<file path="src/rtl/log_shift_pkg.sv">
// Shared definitions for the pipelined antilog barrel shifter:
// direction/fill encodings, mux-level split across stages and the
// stage payload layout {data, shamt, dir, arith, round, tag} (MSB..LSB).
package log_shift_pkg;

    localparam logic DIR_LEFT  = 1'b0;
    localparam logic DIR_RIGHT = 1'b1;
    localparam logic FILL_ZERO = 1'b0;
    localparam logic FILL_SIGN = 1'b1;

    // Shift levels are split evenly; any remainder lands in stage 0.
    function automatic int unsigned levels_in_stage(input int unsigned stage,
                                                    input int unsigned shw,
                                                    input int unsigned pipe_stages);
        int unsigned base;
        base = shw / pipe_stages;
        return (stage == 0) ? base + (shw % pipe_stages) : base;
    endfunction

    // Index of the first shift level handled by a given stage.
    function automatic int unsigned first_level(input int unsigned stage,
                                                input int unsigned shw,
                                                input int unsigned pipe_stages);
        int unsigned base;
        base = shw / pipe_stages;
        return (stage == 0) ? 0 : base + (shw % pipe_stages) + (stage - 1) * base;
    endfunction

    function automatic int unsigned payload_w(input int unsigned width,
                                              input int unsigned shw,
                                              input int unsigned tag_w);
        return 2 * width + shw + 3 + tag_w;
    endfunction

    function automatic int unsigned round_bit(input int unsigned tag_w);
        return tag_w;
    endfunction

    function automatic int unsigned arith_bit(input int unsigned tag_w);
        return tag_w + 1;
    endfunction

    function automatic int unsigned dir_bit(input int unsigned tag_w);
        return tag_w + 2;
    endfunction

    function automatic int unsigned shamt_lsb(input int unsigned tag_w);
        return tag_w + 3;
    endfunction

    function automatic int unsigned data_lsb(input int unsigned shw,
                                             input int unsigned tag_w);
        return tag_w + 3 + shw;
    endfunction

endpackage

</file>
<file path="src/rtl/log_shift_stage.sv">
// One elastic pipeline stage: applies its share of the barrel-shifter mux
// levels to the incoming payload and registers the result. Owns its valid
// bit and load condition. The last stage may also add the rounding bit.
module log_shift_stage
    import log_shift_pkg::*;
#(
    parameter int unsigned WIDTH       = 16,
    parameter int unsigned SHW         = 4,
    parameter int unsigned TAG_W       = 4,
    parameter int unsigned FIRST_LEVEL = 0,
    parameter int unsigned NUM_LEVELS  = 1,
    parameter bit          ROUND_ADD   = 1'b0
) (
    input  logic                                  clk,
    input  logic                                  rst_n,
    input  logic                                  flush,
    input  logic                                  i_valid,
    input  logic                                  i_ready,
    output logic                                  o_load,
    input  logic [payload_w(WIDTH,SHW,TAG_W)-1:0] i_payload,
    output logic                                  o_valid,
    output logic [payload_w(WIDTH,SHW,TAG_W)-1:0] o_payload
);

    localparam int unsigned PW        = payload_w(WIDTH, SHW, TAG_W);
    localparam int unsigned DW        = 2 * WIDTH;
    localparam int unsigned DATA_LSB  = data_lsb(SHW, TAG_W);
    localparam int unsigned SHAMT_LSB = shamt_lsb(TAG_W);
    localparam int unsigned DIR_BIT   = dir_bit(TAG_W);
    localparam int unsigned ARITH_BIT = arith_bit(TAG_W);
    localparam int unsigned ROUND_BIT = round_bit(TAG_W);

    logic          r_valid;
    logic [PW-1:0] r_payload;
    logic [DW-1:0] w_shift;
    logic [DW-1:0] w_res;
    logic [PW-1:0] w_next;

    assign o_load = !r_valid || i_ready;

    // Apply this stage's shift levels (level k shifts by 2**k when shamt[k] is set).
    always_comb begin
        w_shift = i_payload[DATA_LSB +: DW];
        for (int unsigned k = 0; k < NUM_LEVELS; k++) begin
            if (i_payload[SHAMT_LSB + FIRST_LEVEL + k]) begin
                if (i_payload[DIR_BIT] == DIR_LEFT) begin
                    w_shift = w_shift << (1 << (FIRST_LEVEL + k));
                end else if (i_payload[ARITH_BIT] == FILL_SIGN) begin
                    w_shift = $unsigned($signed(w_shift) >>> (1 << (FIRST_LEVEL + k)));
                end else begin
                    w_shift = w_shift >> (1 << (FIRST_LEVEL + k));
                end
            end
        end
    end

    if (ROUND_ADD) begin : g_round
        assign w_res = w_shift + {{(DW-1){1'b0}}, i_payload[ROUND_BIT]};
    end else begin : g_trunc
        assign w_res = w_shift;
    end

    assign w_next = {w_res, i_payload[DATA_LSB-1:0]};

    // Stage register: flush empties it, otherwise it loads whenever it may advance.
    always_ff @(posedge clk or negedge rst_n) begin
        if (!rst_n) begin
            r_valid   <= 1'b0;
            r_payload <= '0;
        end else if (flush) begin
            r_valid <= 1'b0;
        end else if (o_load) begin
            r_valid <= i_valid;
            if (i_valid) begin
                r_payload <= w_next;
            end
        end
    end

    assign o_valid   = r_valid;
    assign o_payload = r_payload;

endmodule

</file>
<file path="src/rtl/log_shift_pipe.sv">
// Pipelined sign/zero-fill barrel shifter for the log multipliers' antilog
// stage. Widens the operand to 2*WIDTH and shifts it left or right through
// PIPE_STAGES elastic stages with full backpressure.
// Build option: define LOG_SHIFT_ROUND_EN for round-half-up on right shifts.
module log_shift_pipe
    import log_shift_pkg::*;
#(
    parameter int unsigned WIDTH       = 16,
    parameter int unsigned SHW         = $clog2(WIDTH),
    parameter int unsigned PIPE_STAGES = 2,
    parameter int unsigned TAG_W       = 4
) (
    input  logic               clk,
    input  logic               rst_n,
    input  logic               flush,
    input  logic               in_valid,
    output logic               in_ready,
    input  logic [WIDTH-1:0]   in_data,
    input  logic [SHW-1:0]     in_shamt,
    input  logic               in_dir,
    input  logic               in_arith,
    input  logic [TAG_W-1:0]   in_tag,
    output logic               out_valid,
    input  logic               out_ready,
    output logic [2*WIDTH-1:0] out_data,
    output logic [TAG_W-1:0]   out_tag
);

    localparam int unsigned PW       = payload_w(WIDTH, SHW, TAG_W);
    localparam int unsigned DATA_LSB = data_lsb(SHW, TAG_W);
`ifdef LOG_SHIFT_ROUND_EN
    localparam bit ROUND_EN = 1'b1;
`else
    localparam bit ROUND_EN = 1'b0;
`endif

    logic [2*WIDTH-1:0] w_ext;
    logic               w_round;
    logic               w_in_fire;
    logic               w_vin  [PIPE_STAGES];
    logic               w_vld  [PIPE_STAGES];
    logic               w_nrdy [PIPE_STAGES];
    logic               w_load [PIPE_STAGES];
    logic [PW-1:0]      w_pl   [PIPE_STAGES+1];

    assign w_ext = (in_arith == FILL_SIGN) ? {{WIDTH{in_data[WIDTH-1]}}, in_data}
                                           : {{WIDTH{1'b0}}, in_data};

    // Round-half-up increment is the last bit shifted out, i.e. ext[shamt-1].
    always_comb begin
        w_round = 1'b0;
`ifdef LOG_SHIFT_ROUND_EN
        w_round = (in_dir == DIR_RIGHT) && (in_shamt != '0) && in_data[in_shamt - SHW'(1)];
`endif
    end

    assign in_ready  = rst_n && !flush && w_load[0];
    assign w_in_fire = in_valid && in_ready;
    assign w_pl[0]   = {w_ext, in_shamt, in_dir, in_arith, w_round, in_tag};

    // Downstream-ready for stage s, flattened from the valid bits so the
    // ready chain has no self-dependency: stage s may advance if out_ready
    // or any later stage has a hole.
    always_comb begin
        for (int unsigned s = 0; s < PIPE_STAGES; s++) begin
            w_nrdy[s] = out_ready;
            for (int unsigned k = s + 1; k < PIPE_STAGES; k++) begin
                if (!w_vld[k]) begin
                    w_nrdy[s] = 1'b1;
                end
            end
        end
    end

    for (genvar s = 0; s < PIPE_STAGES; s++) begin : g_stage
        if (s == 0) begin : g_first
            assign w_vin[s] = w_in_fire;
        end else begin : g_rest
            assign w_vin[s] = w_vld[s-1];
        end

        log_shift_stage #(
            .WIDTH       (WIDTH),
            .SHW         (SHW),
            .TAG_W       (TAG_W),
            .FIRST_LEVEL (first_level(s, SHW, PIPE_STAGES)),
            .NUM_LEVELS  (levels_in_stage(s, SHW, PIPE_STAGES)),
            .ROUND_ADD   (ROUND_EN && (s == PIPE_STAGES - 1))
        ) u_stage (
            .clk       (clk),
            .rst_n     (rst_n),
            .flush     (flush),
            .i_valid   (w_vin[s]),
            .i_ready   (w_nrdy[s]),
            .o_load    (w_load[s]),
            .i_payload (w_pl[s]),
            .o_valid   (w_vld[s]),
            .o_payload (w_pl[s+1])
        );
    end

    assign out_valid = w_vld[PIPE_STAGES-1];
    assign out_data  = w_pl[PIPE_STAGES][DATA_LSB +: 2*WIDTH];
    assign out_tag   = w_pl[PIPE_STAGES][TAG_W-1:0];

endmodule

</file>
<file path="config.mk">
export PLATFORM = sky130hd
export DESIGN_NAME = log_shift_pipe
export DESIGN_NICKNAME = d
export VERILOG_FILES = /design/src/rtl/log_shift_pkg.sv /design/src/rtl/log_shift_stage.sv /design/src/rtl/log_shift_pipe.sv
export SDC_FILE = /design/constraint.sdc
export NUM_CORES = 1
export LEC_CHECK = 0
export CAP_MARGIN = 15
export CORE_MARGIN = 2
export CORE_UTILIZATION = 30
export DETAILED_ROUTE_END_ITERATION = 7
export SLEW_MARGIN = 25
export SYNTH_ARGS = -nofsm -noshare
export SYNTH_HDL_FRONTEND = slang
export SYNTH_SLANG_ARGS = --single-unit
</file>
<file path="constraint.sdc">
create_clock -name clk -period 1.7 [get_ports clk]
set_clock_uncertainty 0.1 [all_clocks]
set_input_delay 0.17 -clock clk [delete_from_list [all_inputs] [get_ports clk]]
set_output_delay 0.17 -clock clk [all_outputs]
set_load 0.02 [all_outputs]
</file>
==> results of run 1 <==
==> state kept, by name (all words and copies together), names as in the netlist <==
register	cells
g_stage.u_stage.o_valid	2
g_stage.u_stage.o_payload	65
==> critical path, stage by stage (launching register included) <==
cell      delay (ns)
dfrtp_4         0.49
buf_12          0.16
buf_12          0.14
buf_4           0.14
a211oi_1        0.23
o221ai_1        0.17
o21a_1          0.12
==> logic make-up after synthesis <==
logic type	after synthesis	share of synthesized area [%]
AOI/OAI and AO/OA	177	26.9
buffers and inverters	51	6.18
DFF	67	38.2
and+or+nand+nor	204	20.9
muxes	32	7.83
==> cell usage after synthesis (all sizes together) (7+ instances only) <==
cell     n  area [um2]
o21ai   43         215
nand2b  25         156
o21a     8        60.1
a22o    11        96.3
buf     35         211
a211oi  10        75.1
nor2    48         183
clkbuf   9        33.8
nor2b   13        88.8
inv      7        26.3
nor3     9        45.0
o31ai    7        52.6
mux2    16         184
nand2   95         357
a311oi  14         123
mux2i   16         160
dfrtp   67        1680
a31oi    8        50.1
a21oi   41         209
==> power groups by stage <==
stage | clock network, mW | logic, mW | registers [mW]
after floorplan | 0 | 1.19 | 2.52
after global placement | 0 | 2.55 | 2.32
after detailed placement | 0 | 2.58 | 2.33
after CTS | 2.36 | 2.59 | 2.31
after global routing | 2.43 | 2.91 | 2.35
final | 2.32 | 2.69 | 2.29
==> placed cells by master, fill, tap and decap left out, types with 3 or more instances in the layout <==
cell | Yosys | final
a22o_1 | 11 | 11
mux2i_1 | 16 | 14
clkbuf_16 | 0 | 9
o21ai_0 | 37 | 35
dfrtp_1 | 67 | 64
a31oi_1 | 8 | 8
a221oi_2 | 1 | 3
mux2_2 | 15 | 15
nand3_1 | 6 | 6
a21oi_1 | 40 | 40
o31ai_1 | 7 | 7
buf_4 | 5 | 53
a221oi_1 | 5 | 3
a311oi_1 | 14 | 14
nand2b_1 | 25 | 25
nor2_1 | 47 | 47
a21boi_0 | 5 | 5
bufinv_16 | 0 | 4
buf_12 | 0 | 9
a211oi_1 | 10 | 10
o21a_1 | 8 | 8
o221ai_1 | 6 | 5
inv_1 | 7 | 6
nor2b_1 | 12 | 12
nand2_1 | 95 | 95
clkdlybuf4s50_1 | 0 | 66
o21ai_1 | 6 | 6
o211ai_1 | 6 | 6
a2bb2oi_1 | 3 | 3
nor3_1 | 9 | 9
==> final cells by class <==
type	instances	area share, %
Tap cell	184	3.78
Multi-Input combinational cell	413	40.9
Inverter	7	0.492
Sequential cell	67	27.6
Clock inverter	6	2.24
Clock buffer	10	3.92
Timing Repair Buffer	133	21.1
==> path summary, 6_finish.rpt <==
| path | start | endpoint | slack [ns] | cells past startpoint |
|---|---|---|---|---|
| worst min-delay path | rst_n | g_stage[1].u_stage.o_payload[34] | 0.03 | 2 |
| min in group clk | in_tag[1] | g_stage[0].u_stage.o_payload[1] | 0.27 | 3 |
| worst min register to register | g_stage[0].u_stage.o_payload[0] | g_stage[1].u_stage.o_payload[0] | 0.37 | 2 |
| worst max-delay path | g_stage[0].u_stage.o_payload[9] | g_stage[1].u_stage.o_payload[23] | 0.04 | 6 |
| worst max register to register | g_stage[0].u_stage.o_payload[9] | g_stage[1].u_stage.o_payload[23] | 0.04 | 6 |
| max in group asynchronous | rst_n | g_stage[0].u_stage.o_payload[9] | 0.83 | 2 |
==> layer usage <==
layer | vias to the layer above | wire length, um | global-route usage (%) | share of wire [%]
li1 | 2122 | - | - | -
met1 | 2069 | 5980 | 23.3 | 45
met2 | 166 | 6030 | 27.0 | 46
met3 | 23 | 846 | 3.51 | 6.4
met4 | 0 | 316 | 6.01 | 2.4
met5 | - | 0 | 0 | 0
==> metrics by stage <==
stage	hold slack, ns	cells	cell area [um2]	worst slack [ns]	power, mW
6_report	0.0252	820	6100	0.0366	7.29
5_1_grt	0.106	820	6100	-0.0405	7.69
4_1_cts	0.0679	818	6010	0.00903	7.26
3_5_place_dp	0.353	802	5630	-0.126	4.91
3_3_place_gp	0.348	802	5630	-0.115	4.87
2_1_floorplan	-0.226	531	4390	0.187	3.72
==> repair_timing <==
| item | CTS | global route |
|---|---|---|
| pin swaps | 0 | 1 |
| setup buffers | 0 | 2 |
| endpoints found under the setup margin | 9 | 16 |
| hold buffers | 0 | 0 |
| resized for setup | 5 | 14 |
==> qor.yml, run 1 <==
routing:
  wl_per_cell_um: 16.1
  drc: 0
  wl_mm: 13.2
  ant_nets: 0
  num_vias: 4380
  drt_iter0_drc: 320
  first_pass_iters: 5
  avgViaCountPerCell: 5.34
power:
  switchingPower_mw: 2.39
  ir_worst_vdd_v: 0.000586
  pwr-share-clk_pct: 31.8
  pwr-share-seq_pct: 31.3
  pwr-share-comb_pct: 36.9
  p_int_mw: 4.90
  powerDensity_nw_per_um2: 1200
  swShare_pct: 32.8
  leakagePower_nw: 2.56
global_route:
  grt_usage_pct: 17.1
  overflow: 0
  grt_pass1_wl_mm: 21.6
  grt_pass1_vias: 4213
  grt_max_degree: 68
  antenna_found_initial: 0
floorplan:
  fp.dieW_um: 125
  initial_core_util_pct: 30.5
  dieArea_um2: 15600
  core_um2: 14400
  rows: 44
  io_pins: 69
  dieHeight_um: 125
layout:
  final-seq-area_um2: 1680
  syn_to_final_growth_pct: 38.8
  multi_input_area_um2: 2500
  diodes: 0
  fill_cells: 1477
  fin_nets: 662
  drive_above_1_share_pct: 17.9
  finalCoreUtilization_pct: 42.3
min_path:
  hp-class: "input pin to asynchronous set/reset pin"
yosys:
  postSynthCellCount: 531
  ys.flop_type: "dfrtp_1"
  ys_seq_elements: 67
  avgSynthCellArea_um2: 8.27
  ys_warn_count: 0
  async_reset_ff_share_pct: 100
  seq_area_frac_synth_pct: 38.2
  synth_fp_nets: 562
  synth_area_um2: 4390
  synth_edf_count: 0
  synth_cell_types: 49
cts:
  clock_sinks: 67
  clk_pin_slew_worst_paths_ns: 0.06
  clock_latency_ns: 0.34
  h-tree-depth: 3
  cts_root_buffer: "clkbuf_16"
  cts_inserted_buffers: 9
  cts_tree: "built"
  cts_buffer_depth: 2
placed_design:
  port_buffers: 68
  globalplace.congestion: 0.881
  dp_hpwl_mm: 9.81
critical_path:
  crit_path_start_kind: "register"
  arrival_ns: 1.79
  crit_required_ns: 1.83
  crit_fanout: 14
  path_class: "register to register"
  setup.worst_path.end_class: "register"
timing:
  drv_slew: 0
  worstMarginPinSlew_ns: 0.841
  maxSlewHeadroom_pct: 43.9
  fin_crit_ns: 1.66
  setup_tns_ns: 0
  max_freq_mhz: 601
  post-route-period-util_pct: 97.8
  setup_violations: 0
  hold_viol: 0
  rsz0062_at_grt: "true"
run:
  drv_cap: 0
status:
  status: "complete, no violations"
(Power assumes the default switching activity.)
==> run 2, diff against run 1 <==
--- a/config.mk
+++ b/config.mk
@@ -6,9 +6,10 @@
 export NUM_CORES = 1
 export LEC_CHECK = 0
 export CAP_MARGIN = 15
-export CORE_MARGIN = 2
+export CORE_MARGIN = 1.5
 export CORE_UTILIZATION = 30
 export DETAILED_ROUTE_END_ITERATION = 7
+export REMOVE_ABC_BUFFERS = 1
 export SLEW_MARGIN = 25
 export SYNTH_ARGS = -nofsm -noshare
 export SYNTH_HDL_FRONTEND = slang
==> run 2 against run 1 <==
Effect of this change:
- count of clock-buffer cells in the layout down 1
- hold slack better by 0.25 ns
- largest cell class unchanged
- critical path type unchanged
- critical path depth down 1
- sequential share of layout area down 0.064 points
- utilization about the same
- global-route usage up 0.42 points
- clock power down 8%
- register-to-register slack about the same
- die area down 1.6%
- total power down 3.1%
- critical endpoint is now g_stage[1].u_stage.o_payload[33]
- routed wire length down 2.4%
- design area about the same
==> qor.yml, run 2 (synthesized netlist as in run 1, its figures left out) <==
status:
  status: "complete, no violations"
floorplan:
  initial_core_util_pct: 30.5  # unchanged
  fp.dieW_um: 124  # -0.80%
  dieArea_um2: 15400  # -1.6%
  core_um2: 14400  # unchanged
  dieHeight_um: 124  # -0.80%
  rows: 44  # unchanged
  io_pins: 69  # unchanged
timing:
  setup_tns_ns: 0  # unchanged
  setup_violations: 0  # unchanged
  fin_crit_ns: 1.67  # +0.00253 ns
  hold_viol: 0  # unchanged
  rsz0062_at_grt: "true"
  worstMarginPinSlew_ns: 0.820  # -0.0203 ns
  maxSlewHeadroom_pct: 45.3  # +1.4 points
  max_freq_mhz: 600  # -0.15%
  drv_slew: 0  # unchanged
  post-route-period-util_pct: 98.0  # +0.15 points
min_path:
  hp-class: "input pin to register"
placed_design:
  port_buffers: 68  # unchanged
  dp_hpwl_mm: 9.57  # -2.5%
  dpl.cell_count: 803  # +0.12%
  globalplace.congestion: 0.833  # -5.4%
layout:
  syn_to_final_growth_pct: 38.9  # about the same
  final_common_cell: "nand2_1"
  drive_above_1_share_pct: 18.7  # +0.77 points
  diodes: 0  # unchanged
  final_cells: 826  # +0.73%
  fin_nets: 668  # +0.91%
  largest_reg_flops: 65  # unchanged
  layout_common_cells: "94 x nand2_1, 66 x clkdlybuf4s50_1, 64 x dfrtp_1, 60 x buf_4, 47 x nor2_1"
cts:
  cts_inserted_buffers: 9  # unchanged
  cts_root_buffer: "clkbuf_16"
  clk_pin_slew_worst_paths_ns: 0.06  # about the same
  clock_latency_ns: 0.33  # about the same
  cts_tree: "built"
  clock_sinks: 67  # unchanged
  h-tree-depth: 3  # unchanged
  cts_buffer_depth: 2  # unchanged
power:
  swShare_pct: 33.4  # +0.59 points
  ir_worst_vdd_v: 0.000449  # -23%
  pwr-share-comb_pct: 37.2  # +0.3 points
  pwr-share-clk_pct: 30.2  # -1.6 points
  switchingPower_mw: 2.36  # -1.3%
  leakagePower_nw: 2.58  # +0.84%
  pwr-share-seq_pct: 32.5  # +1.2 points
  p_int_mw: 4.71  # -3.9%
  powerDensity_nw_per_um2: 1160  # -3.1%
global_route:
  grt_usage_pct: 17.5  # +0.42 points
  overflow: 0  # unchanged
  grt_max_degree: 68  # unchanged
  grt_pass1_vias: 4207  # -0.14%
  grt_pass1_wl_mm: 21.1  # -2.2%
  antenna_found_initial: 0  # unchanged
routing:
  wl_per_cell_um: 15.6  # -3.1%
  avgViaCountPerCell: 5.25  # -1.6%
  drt_iter0_drc: 299  # -6.6%
  drc: 0  # unchanged
  wl_mm: 12.9  # -2.4%
  ant_nets: 0  # unchanged
  num_vias: 4340  # -0.91%
  first_pass_iters: 5  # unchanged
critical_path:
  critical-path-top-delay-family: "flip-flops"
  arrival_ns: 1.78  # about the same
  crit_buf_inv: 1  # -2
  slowest_stage: "dfrtp_2"
  crit_required_ns: 1.81  # -0.02 ns
  cp_cell_sequence: "buf_12, nor2b_2, a211o_1, and3_1, o22a_1"
  crit_fanout: 36  # +22
  path_class: "register to register"
  setup.worst_path.end_class: "register"
  reg2reg_slack_ns: 0.03  # about the same
  crit_path_start_kind: "register"
  cp_slowest_stage_delay_ns: 0.50  # about the same
run:
  drv_cap: 0  # unchanged
run 2: worst register-to-register path, delay by kind of cell, from the launching register on:
kind            cells  cell delay [ns]
buf+inv             1             0.24
flops               1             0.50
simple gates        2             0.26
compound gates      2             0.45
run 2: final cells by class:
class | count | area, um2
timing repair buffer | 139 | 1340
inverter | 7 | 26.3
tap | 184 | 230
multi-input combinational | 413 | 2480
sequential | 67 | 1680
clock buffer | 9 | 225
clock inverter | 7 | 124
fill | 1445 | 8320
run 2: timing repair:
item,in CTS,in global routing
gates cloned,0,1
pin swaps,0,2
hold buffers,1,0
endpoints found under the hold margin,2,0
resized for setup,2,13
setup endpoints to repair,7,19
buffers inserted,3,2
run 2: worst paths after layout:
kind	start	to	cells after the start
max in group asynchronous	rst_n	g_stage[0].u_stage.o_payload[6]	3
worst max-delay path	g_stage[0].u_stage.o_payload[9]	g_stage[1].u_stage.o_payload[33]	5
worst min-delay path	in_shamt[2]	g_stage[0].u_stage.o_payload[9]	3
worst min register to register	g_stage[0].u_stage.o_payload[0]	g_stage[1].u_stage.o_payload[0]	2
worst max register to register	g_stage[0].u_stage.o_payload[9]	g_stage[1].u_stage.o_payload[33]	5
min in group asynchronous	rst_n	g_stage[1].u_stage.o_payload[32]	3
run 2: metrics by stage:
step / total power, mW / util, % / setup WS (ns) / cell area, um2 / hold slack [ns]
global route: 7.49 / 42.3 / -0.0290 / 6100 / 0.274
global placement: 4.82 / 39.2 / -0.115 / 5650 / 0.330
floorplan: 3.60 / - / -0.751 / 4150 / -0.226
CTS: 7.06 / 41.8 / 0.00942 / 6030 / 0.269
finish: 7.07 / 42.3 / 0.0340 / 6100 / 0.271
detailed placement: 4.87 / 39.2 / -0.186 / 5650 / 0.359
run 2: per-layer routing:
metal / global-route usage (%) / part of all wire [%] / vias to the layer above
met4: 5.89 / 1.8 / 0
li1: - / - / 2133
met2: 28.3 / 47 / 127
met3: 2.61 / 4.2 / 23
met5: 0 / 0 / -
met1: 23.9 / 47 / 2057
run 2: power groups by stage:
stage / Combinational [mW] / Sequential (mW) / Clock (mW)
3_5_place_dp: 2.54 / 2.33 / 0
3_3_place_gp: 2.51 / 2.31 / 0
5_1_grt: 2.88 / 2.36 / 2.26
2_1_floorplan: 0.946 / 2.65 / 0
4_1_cts: 2.57 / 2.30 / 2.19
6_report: 2.63 / 2.30 / 2.14
==> RTL change 1, RTL diff (flow settings as in run 1) <==
`WIDTH` is set to 16 in 2 places; all go to 32.
--- a/src/rtl/log_shift_stage.sv
+++ b/src/rtl/log_shift_stage.sv
@@ -4,7 +4,7 @@
 module log_shift_stage
     import log_shift_pkg::*;
 #(
-    parameter int unsigned WIDTH       = 16,
+    parameter int unsigned WIDTH       = 32,
     parameter int unsigned SHW         = 4,
     parameter int unsigned TAG_W       = 4,
     parameter int unsigned FIRST_LEVEL = 0,
--- a/src/rtl/log_shift_pipe.sv
+++ b/src/rtl/log_shift_pipe.sv
@@ -5,7 +5,7 @@
 module log_shift_pipe
     import log_shift_pkg::*;
 #(
-    parameter int unsigned WIDTH       = 16,
+    parameter int unsigned WIDTH       = 32,
     parameter int unsigned SHW         = $clog2(WIDTH),
     parameter int unsigned PIPE_STAGES = 2,
     parameter int unsigned TAG_W       = 4
Interface: changed (resized in_data, in_shamt and out_data); port bits go from 69 to 118. The function was not compared with the original's and may differ.
==> RTL change 1 against run 1 <==
  * The run now ends with setup timing left
  * Design area up 120%
  * Global-route usage is 4.9 points higher
  * Worst setup slack got worse by 0.096 ns
  * Critical path type unchanged
  * Highest routed layer unchanged
  * Final cell count rose by 120%
  * Clock power rose by 62%
  * Area after synthesis is 100% higher
  * Die area increased by 99%
  * Sequential cell count increased by 54
  * Total power increased by 100%
  * Wire length rose to 2.6 times the old value
  * Synthesized cell count grew 110%
  * Sequential share of layout area is 5.1 points lower
==> RTL change 1: results (changes against run 1) <==
* Sw power at 0.00558 W (+130%)
* Combinational cell power at 0.00684 W (+150%)
* First-pass GRT wire length at 53.4 mm (+150%)
* Setup-failing EPs final at 52 (+52)
* Setup crit end: g_stage[1].u_stage.o_payload[54]$_DFFE_PN0P_
* Top cells by area, synth: dfrtp_1, mux2i_1, nand2_1
* Clock power share at 0.254 (-0.064)
* H-tree level count at 4 (+1)
* Setup bufs post-CTS at 14 (+14)
* Hold slack at 0.174 ns (+0.149 ns)
* Via/cell ratio at 5.33 (-0.30%)
* Worst-margin pin slew at 0.640 ns (-0.201 ns)
* Buffers, non-clock at 405 (+200%)
* Share of the yosys chip area belonging to registers at 0.339 (-0.0423)
* Inverters at 23 (+16)
* Iter 0 DRT Violations at 780 (+140%)
* CTS Hold Buffers Added at 1 (+1)
* Hold crit path type: input pin to flop
* Vias in the first global route at 9266 (+120%)
* Part of the power in registers at 0.283 (-0.030)
* Failing checks: setup timing
* Sequential share of cell area at 0.225 (-0.0507)
* Run status: finished, violations left
* NonClk Buf Share at 0.270 (+0.0596)
* Syn_nets at 1153 (+110%)
* Max FFs per register at 119 (+83%)
* Clock latency at the later pin of the worst-skew pair at 0.43 ns (+0.09 ns)
* Final instance area at 13500 um^2 (+120%)
* Drt pass-1 iters at 6 (+1)
* Multi-In Gates at 858 (+110%)
* CP Max Fanout at 54 (+40)
* Post-DP Area at 12100 um^2 (+120%)
* Ratio of cells with drive above 1 in the final layout at 0.304 (+0.125)
* Cells after synthesis at 1105 (+110%)
* Number of buffers created by CTS at 17 (+8)
* Nets at 1474 (+120%)
* Post-DR wirelength/cell at 18.9 um (+18%)
* Final worst slack at -0.0591 ns (-0.0957 ns)
==> RTL change 1: cell types whose count changed after synthesis, sizes merged, moves of 23 or more <==
cell,delta
dfrtp,+54
nor2,+50
a21oi,+54
nand2,+75
buf,+24
mux2i,+53
clkbuf,+35
a211oi,+23
o21ai,+79
==> RTL change 1: logic make-up (layout without fill, tap and decap cells) <==
kind of cell           count (synthesis)  in the layout  share of synthesized area
multiplexers                          89             89                      0.108
buffers and inverters                126            460                     0.0753
flip-flops                           121            121                      0.339
AO/OA/AOI/OAI                        424            424                      0.310
AND/OR/NAND/NOR                      345            345                      0.167
==> RTL change 1: routing by layer <==
layer	wire [um]	vias up	GRT usage
met3	1690	55	0.0269
met4	1120	0	0.0826
li1	-	4681	-
met2	15800	346	0.348
met5	0	-	0
met1	16000	4658	0.306
==> RTL change 1: critical path: stages, from the launching register on <==
cell and delay [ns]:
dfrtp_2 0.42, nor2b_4 0.13, or3b_4 0.42, buf_12 0.16, buf_12 0.17, o31ai_2 0.24
==> RTL change 2, RTL diff (settings of run 1) <==
Without the edit above. Make the reset (`rst_n`) synchronous in one clocked block.
--- a/src/rtl/log_shift_stage.sv
+++ b/src/rtl/log_shift_stage.sv
@@ -63,7 +63,7 @@
     assign w_next = {w_res, i_payload[DATA_LSB-1:0]};
 
     // Stage register: flush empties it, otherwise it loads whenever it may advance.
-    always_ff @(posedge clk or negedge rst_n) begin
+    always_ff @(posedge clk) begin
         if (!rst_n) begin
             r_valid   <= 1'b0;
             r_payload <= '0;
Check against the original RTL: differs if rst_n is asserted again (counterexample within 4 cycles, from zero or initial values and one cycle with rst_n low); with rst_n held inactive, the same outputs for 4 cycles.
==> RTL change 2 against run 1 <==
  * Design area down 4.1%
  * Worst setup slack better by 0.046 ns
  * Via count up 0.62%
  * Core utilization down 1.6 points
  * Area after synthesis down 0.77%
  * Sequential cell count unchanged
  * Wire length about the same
  * Hold slack better by 0.26 ns
  * Largest cell class unchanged
  * Highest routed layer unchanged
Power is not compared: it rests on default switching activity, and its combinational part moved more than twofold at a synthesized area within 25%.
==> RTL change 2: results (changes against run 1) <==
* Xor/xnor cell area share of the yosys netlist at 0 (unchanged)
* Setup bufs post-CTS at 0 (unchanged)
* Post-DP Area at 5540 um^2 (-1.6%)
* Compound-gate portion of the synthesized area at 0.302 (+0.0328)
* Highest metal used: met4
* Share of the yosys chip area belonging to registers at 0.308 (-0.0740)
* Met2 usage at 0.280 (+0.00919)
* FF-to-FF setup slack at 0.08 ns (+0.05 ns)
* Top cells by area, synth: dfxtp_1, mux2i_1, a211oi_1
* Ratio of cells with drive above 1 in the final layout at 0.177 (-0.00249)
* Async set-reset flop share out of synthesis at 0 (-1.00)
* Final min period at 1.62 ns (-0.0463 ns)
* Via/cell ratio at 5.43 (+1.6%)
* DP Wirelength at 9.94 mm (+1.3%)
* Setup crit end: g_stage[1].u_stage.o_payload[36]$_SDFFE_PN0P_
* Post-synthesis mux area share at 0.147 (+0.0689)
* CP Max Fanout at 7 (-7)
* Total Routing Usage GR at 0.171 (+0.000651)
* Vias in the first global route at 4300 (+2.1%)
* Yosys cell types at 52 (+6.1%)
* Vias post-DR at 4407 (+0.62%)
* Placed instance count at 796 (-0.75%)
* Final instance area at 5850 um^2 (-4.1%)
* WL met3 at 746 um (-12%)
* Root Driver: clkbuf_16
* Arr. time, crit path at 1.73 ns (-0.06 ns)
* RD Place Congestion at 0.928 (+5.4%)
* Run status: finished clean
* Worst vdd ir at 0.452 mV
* Post-cts sizing count at 1 (-4)
* Setup WS pre-CTS at -0.281 ns (-0.155 ns)
* Clock latency at the later pin of the worst-skew pair at 0.34 ns (about the same)
* Synth Area in Adders at 0 (unchanged)
* WHS Endpoint: g_stage[0].u_stage.o_payload[1]$_SDFFE_PN0P_
* Nets at 654 (-1.2%)
* Syn_nets at 568 (+1.1%)
* Iter 0 DRT Violations at 221 (-31%)
* Synthesized area per cell at 8.12 um^2 (-1.9%)
* First-pass GRT wire length at 21.8 mm (+0.87%)
* Setup CP Type: flop to flop
* Worst r2r path cells at 5 (-1)
* Port buffer count at 68 (unchanged)
* Post-DR wirelength/cell at 16.2 um (+1.1%)
* RR Startpoint: g_stage[0].u_stage.o_payload[6]$_SDFFE_PN0P_
* Hold crit path type: input pin to flop
* Largest net degree at the start of global routing at 50 (-26%)
* Metal-1 WL at 6.00 mm (+0.38%)
* Hold slack at 0.286 ns (+0.261 ns)
* Met2 WL post-DR at 6.22 mm (+3.2%)
* Drt pass-1 iters at 4 (-1)
* Fillcell total at 1463 (-0.95%)
* GR Layer Usage met3 at 0.0365 (+0.00142)
* Slowest cell on the critical path: o21ai_1
* Hold wc startpoint: in_tag[1]
* Rel. slew slack at 0.662 (+0.223)
* Slowest cell delay on critical path at 0.44 ns (-0.05 ns)
* Number of buffers created by CTS at 9 (unchanged)
* Post-synth top cells: dfxtp_1, o21ai_0, a21oi_1
* Met1 GRT Util at 0.224 (-0.00924)
* Leakage at 2.14 nW
RTL change 2: changes by cell type after synthesis, sizes merged, moves of 11 or more:
cell / run 1 / this run
nor2b: 13 / 24
a22o: 11 / 0
dfxtp: 0 / 67
a311oi: 14 / 2
nand3: 6 / 17
a211oi: 10 / 39
o21ai: 43 / 55
nand2b: 25 / 10
a21oi: 41 / 52
dfrtp: 67 / 0
mux2i: 16 / 36
nand2: 95 / 43
clkbuf: 9 / 22
RTL change 2: power breakdown:
part / switching (W) / total (W) / internal [W]
combinational: 0.000386 / 0.000776 / 0.000391
clock: 0.000702 / 0.00189 / 0.00119
sequential: 0.0000693 / 0.00170 / 0.00163
total: 0.00116 / 0.00436 / 0.00320
RTL change 2: area by class of cell:
type,count,area share
clock inverter,6,0.0122
inverter,6,0.00385
tap,184,0.0394
clock buffer,10,0.0409
sequential,67,0.230
multi-input combinational,411,0.464
timing repair buffer,128,0.209
